File: config.mk
export PLATFORM = sky130hd
export DESIGN_NAME = mc_seq
export DESIGN_NICKNAME = d
export VERILOG_FILES = /design/src/rtl/mc_seq.sv
export SDC_FILE = /design/constraint.sdc
export NUM_CORES = 1
export LEC_CHECK = 0
export BUFFER_PORTS_ARGS = -buffer_cell sky130_fd_sc_hd__clkbuf_2
export CORE_MARGIN = 5
export CORE_UTILIZATION = 54
export DETAILED_ROUTE_END_ITERATION = 8
export PLACE_DENSITY = 0.8
export SETUP_SLACK_MARGIN = 0.1
export SLEW_MARGIN = 25
export SYNTH_ARGS = -nofsm -noshare
export SYNTH_HDL_FRONTEND = slang
export SYNTH_SLANG_ARGS = --single-unit
File: constraint.sdc
create_clock -name clk -period 2.2 [get_ports clk]
set_clock_uncertainty 0.15 [all_clocks]
set_input_delay 0.44 -clock clk [delete_from_list [all_inputs] [get_ports clk]]
set_output_delay 0.44 -clock clk [all_outputs]
set_load 0.005 [all_outputs]
File: src/rtl/mc_seq.sv
// rtl/mc_seq.sv - multi-cycle RV32I sequencer with wait-state handshakes, faults and counters
module mc_seq #(
  parameter int WAIT_MAX = 15,
  parameter int CNT_W    = 32
) (
  input  logic             clk,
  input  logic             rstn,
  input  logic [6:0]       Op,
  input  logic             Zero,
  input  logic             imem_ready,
  input  logic             dmem_ready,
  output logic             IMemReq,
  output logic             IRWrite,
  output logic             PCWrite,
  output logic             RegWrite,
  output logic             MemRead,
  output logic             MemWrite,
  output logic [2:0]       State,
  output logic             Retire,
  output logic [1:0]       Fault,
  output logic [CNT_W-1:0] RetireCnt,
  output logic [CNT_W-1:0] CycleCnt
);

  typedef enum logic [2:0] {
    S_IF   = 3'd0,
    S_ID   = 3'd1,
    S_EX   = 3'd2,
    S_MEM  = 3'd3,
    S_WB   = 3'd4,
    S_HALT = 3'd5
  } state_t;

  typedef enum logic [2:0] {
    C_R     = 3'd0,
    C_IALU  = 3'd1,
    C_LOAD  = 3'd2,
    C_STORE = 3'd3,
    C_BR    = 3'd4,
    C_JAL   = 3'd5,
    C_JALR  = 3'd6,
    C_LUI   = 3'd7
  } class_t;

  localparam logic [7:0] W_MAX = 8'(WAIT_MAX);

  state_t           r_state;
  state_t           w_next;
  class_t           r_class;
  class_t           w_dec_class;
  logic             w_dec_legal;
  logic [7:0]       r_wait;
  logic             w_wait_hit;
  logic             w_waiting;
  logic [1:0]       r_fault;
  logic [1:0]       w_next_fault;
  logic [CNT_W-1:0] r_retire_cnt;
  logic [CNT_W-1:0] r_cycle_cnt;
  logic             w_unused;

  // Branch resolution lives in NPC; the flag is accepted but not used here
  assign w_unused = Zero;

  assign w_wait_hit = (r_wait == W_MAX);
  assign w_waiting  = ((r_state == S_IF)  && !imem_ready) ||
                      ((r_state == S_MEM) && !dmem_ready);

  // Map the opcode onto one of the eight supported instruction classes
  always_comb begin
    w_dec_legal = 1'b1;
    w_dec_class = C_R;
    case (Op)
      7'b0110011: w_dec_class = C_R;
      7'b0010011: w_dec_class = C_IALU;
      7'b0000011: w_dec_class = C_LOAD;
      7'b0100011: w_dec_class = C_STORE;
      7'b1100011: w_dec_class = C_BR;
      7'b1101111: w_dec_class = C_JAL;
      7'b1100111: w_dec_class = C_JALR;
      7'b0110111: w_dec_class = C_LUI;
      default:    w_dec_legal = 1'b0;
    endcase
  end

  // State register; any reset restarts at fetch with nothing committed
  always_ff @(posedge clk or negedge rstn) begin
    if (!rstn) r_state <= S_IF;
    else       r_state <= w_next;
  end

  // Next-state and fault selection; a late ready beats the timeout
  always_comb begin
    w_next       = r_state;
    w_next_fault = r_fault;
    case (r_state)
      S_IF: begin
        if (imem_ready) begin
          w_next = S_ID;
        end else if (w_wait_hit) begin
          w_next       = S_HALT;
          w_next_fault = 2'b10;
        end
      end
      S_ID: begin
        if (w_dec_legal) begin
          w_next = S_EX;
        end else begin
          w_next       = S_HALT;
          w_next_fault = 2'b01;
        end
      end
      S_EX: begin
        case (r_class)
          C_BR:             w_next = S_IF;
          C_LOAD, C_STORE:  w_next = S_MEM;
          default:          w_next = S_WB;
        endcase
      end
      S_MEM: begin
        if (dmem_ready) begin
          w_next = (r_class == C_LOAD) ? S_WB : S_IF;
        end else if (w_wait_hit) begin
          w_next       = S_HALT;
          w_next_fault = 2'b11;
        end
      end
      S_WB:    w_next = S_IF;
      S_HALT:  w_next = S_HALT;
      default: w_next = S_IF;
    endcase
  end

  // Strobes decoded from state, latched class and the ready inputs
  always_comb begin
    IMemReq  = 1'b0;
    IRWrite  = 1'b0;
    PCWrite  = 1'b0;
    RegWrite = 1'b0;
    MemRead  = 1'b0;
    MemWrite = 1'b0;
    Retire   = 1'b0;
    case (r_state)
      S_IF: begin
        IMemReq = 1'b1;
        IRWrite = imem_ready;
      end
      S_EX: begin
        PCWrite = (r_class == C_BR);
        Retire  = (r_class == C_BR);
      end
      S_MEM: begin
        MemRead  = (r_class == C_LOAD);
        MemWrite = (r_class == C_STORE);
        PCWrite  = (r_class == C_STORE) && dmem_ready;
        Retire   = (r_class == C_STORE) && dmem_ready;
      end
      S_WB: begin
        RegWrite = 1'b1;
        PCWrite  = 1'b1;
        Retire   = 1'b1;
      end
      default: ;
    endcase
  end

  // Class is captured only when a legal opcode is decoded
  always_ff @(posedge clk or negedge rstn) begin
    if (!rstn)                                r_class <= C_R;
    else if ((r_state == S_ID) && w_dec_legal) r_class <= w_dec_class;
  end

  // Wait counter restarts on every state change and saturates at the limit
  always_ff @(posedge clk or negedge rstn) begin
    if (!rstn)                         r_wait <= 8'd0;
    else if (w_next != r_state)        r_wait <= 8'd0;
    else if (w_waiting && !w_wait_hit) r_wait <= r_wait + 8'd1;
  end

  // Fault code is sticky once HALT is entered
  always_ff @(posedge clk or negedge rstn) begin
    if (!rstn) r_fault <= 2'b00;
    else       r_fault <= w_next_fault;
  end

  // Retire and cycle counters; both freeze in HALT and wrap silently
  always_ff @(posedge clk or negedge rstn) begin
    if (!rstn) begin
      r_retire_cnt <= '0;
      r_cycle_cnt  <= '0;
    end else begin
      if (Retire)            r_retire_cnt <= r_retire_cnt + CNT_W'(1);
      if (r_state != S_HALT) r_cycle_cnt  <= r_cycle_cnt + CNT_W'(1);
    end
  end

  assign State     = r_state;
  assign Fault     = r_fault;
  assign RetireCnt = r_retire_cnt;
  assign CycleCnt  = r_cycle_cnt;

endmodule

==> reports/summary.txt <==
Wire per inst: 15.1 um
Sum Neg Setup Slack: 0 ps
Status: completed
Synth cell types: 52
Top_reg_cell synth: dfrtp_1
Crit path kind: reg -> out
Die area: 9170 um2
Syn Nets: 389
Hpwl dp: 6.38 mm
Post-synth EDFFs: 0
Seq pwr share: 0.456
Worst-case clock buffer depth: 2
Worst-Margin Slew: 628 ps
# IOs: 88
Worst-path fanout max: 4
Hold Path Class: in -> reg
Tot GR Track Use: 0.203
Hold Vio Cnt, Final: 0
Max-capacitance violation count: 0
Vias per cell: 5.49
Initial Utilization: 0.551
Maximum number of pins on one net before global-route repair: 47
Drt drc: 0
Routed WL: 8.91 mm
Pins Over Slew Limit: 0
Row count: 31
Sw Pwr: 1.36 mW
CTS tree: built
Vias in the first global route: 3140
Register area share after synthesis: 0.504
Internal: 2.77 mW
Number of buffers added on ports: 86
Final Critical Period: 2100 ps
Rel. slew slack: 0.576
Critical Path Sink Type: primary output
Average cell area after synthesis: 10.6 um2
Fin util: 0.687
Via count: 3245
Clk pin slew, worst setup/hold paths: 80 ps
DR iter-0 viols: 181
Final antenna-violating net count: 0
Post-layout power: 4.13 mW
Root Buffer: clkbuf_8
Share of layout cells above drive strength 1: 0.321
# setup viols final: 0
Flops & latches, synth: 80
First-pass GRT wire length: 14.6 mm
Setup ws final: 103 ps
RSZ-0062 raised after global routing: yes
Dpl cell area: 4560 um2
GPL Wtd Cong: 0.800
Worst vdd ir: 0.684 mV
H-tree depth: 3
Core Region: 7210 um2
Cts bufs inserted: 9
Clock Latency Late Sink: 360 ps
Place WS: 163 ps
ANT cells: 0
Post-Syn Area: 3970 um2
Initial DRT Pass Iterations: 4
Worst EP arrival: 1510 ps
Startpoint Class: flip-flop
Yosys Warn Count: 0
Area growth syn-to-layout: 24.7%
Nets@finish: 502
Die Height: 95.8 um
Post-route clock period utilization: 0.953
Combinational power share: 0.279
Async S/R FF share, synth: 1.00
Critical Path RT: 1610 ps
Pleak: 2.35 nW
Initial antenna violation count: 0
Sw frac: 0.329
Placed insts: 560
Die Width: 95.8 um
Post-Layout Cell Count: 591
Post-Syn Instances: 374
Congestion Overflow GR: 0
Design area: 4950 um2
Worst hold margin: 204 ps
# clock sinks: 80
Pwr dens: 833 nW/um2
Fmax: 477 MHz
Clk pwr share: 0.265
## Yosys cell counts (all sizes together) (5+ instances only)
master	instances	area share
dfrtp	80	0.50
xnor2	44	0.099
nand2	35	0.033
nor2	31	0.035
nand3	24	0.030
xor2	22	0.048
nand4	19	0.035
and3	15	0.024
o21ai	14	0.019
nor3	13	0.019
inv	10	0.0094
a21oi	7	0.0098
and4	7	0.016
buf	5	0.0076
## logic make-up (layout without fill, tap and decap cells)
| kind of cell | count (synthesis) | in the layout | share of synthesized area |
|---|---|---|---|
| buf+inv | 15 | 133 | 0.0170 |
| simple gates | 170 | 170 | 0.250 |
| mux | 2 | 2 | 0.00567 |
| flops | 80 | 80 | 0.504 |
| fa+ha+maj | 3 | 3 | 0.00945 |
| compound gates | 38 | 38 | 0.0668 |
| xor+xnor | 66 | 66 | 0.147 |
## final cells by class
cell class | count | area, um2
Clock buffer | 11 | 141
Clock inverter | 5 | 56.3
Fill cell | 557 | 2260
Inverter | 10 | 37.5
Multi-Input combinational cell | 279 | 1960
Sequential cell | 80 | 2010
Tap cell | 99 | 124
Timing Repair Buffer | 107 | 626
## sequential cells by signal, summed over array words and instances, names as in the netlist
name,count
CycleCnt,32
Fault,2
RetireCnt,32
State,3
r_class,3
r_wait,8
## power by group through the flow
stage / clock network, mW / logic [mW] / registers, mW
2_1_floorplan: 0 / 0.583 / 1.84
3_3_place_gp: 0 / 0.896 / 1.89
3_5_place_dp: 0 / 0.915 / 1.90
4_1_cts: 1.11 / 0.989 / 1.87
5_1_grt: 1.18 / 1.26 / 1.92
6_report: 1.09 / 1.15 / 1.88
## cell usage in the layout, fill, tap and decap left out, drive strengths merged, types with 3 or more instances in the layout
cell type,netlist,final
buf,5,25
xnor2,44,44
ha,3,3
a21o,3,3
nor2,31,31
a21oi,7,7
clkbuf,0,92
clkinv,0,3
nand4,19,19
dfrtp,80,80
nand3,24,24
nor3b,4,4
xor2,22,22
nor2b,4,4
o21ai,14,14
o211ai,3,3
or4,3,3
or3,3,3
and3,15,15
nand2,35,35
nand2b,4,4
and4,7,7
inv,10,10
nor3,13,13
## critical path: stages (launching register included)
cell and delay, ps:
dfrtp_1 410, and4bb_4 390, nand2_2 70, nor2_2 150
buf_2 140
## layer usage
| layer | track usage | up-vias | wire [um] |
|---|---|---|---|
| met5 | 0 | - | 0 |
| met4 | 0.0841 | 0 | 146 |
| met3 | 0.0461 | 13 | 572 |
| met2 | 0.327 | 105 | 4360 |
| met1 | 0.265 | 1586 | 3830 |
| li1 | - | 1541 | - |
## timing repair
item / CTS / global route
resized for setup: 7 / 13
buffers inserted: 5 / 9
setup endpoints to repair: 5 / 14
pin swaps: 3 / 8
endpoints found under the hold margin: 34 / 0
hold buffers: 1 / 0
## path summary, 6_finish.rpt
path | startpoint | to | slack [ps] | depth (start not counted)
hold / removal | Op[3] | r_class[1] | 200 | 2
hold reg to reg | RetireCnt[31] | RetireCnt[31] | 340 | 1
max in group asynchronous | rstn | RetireCnt[12] | 870 | 3
min in group asynchronous | rstn | CycleCnt[18] | 430 | 2
setup reg to reg | State[1] | State[2] | 120 | 7
setup / recovery | r_class[2] | MemRead | 100 | 4
Power figures use the tool's default switching activity.
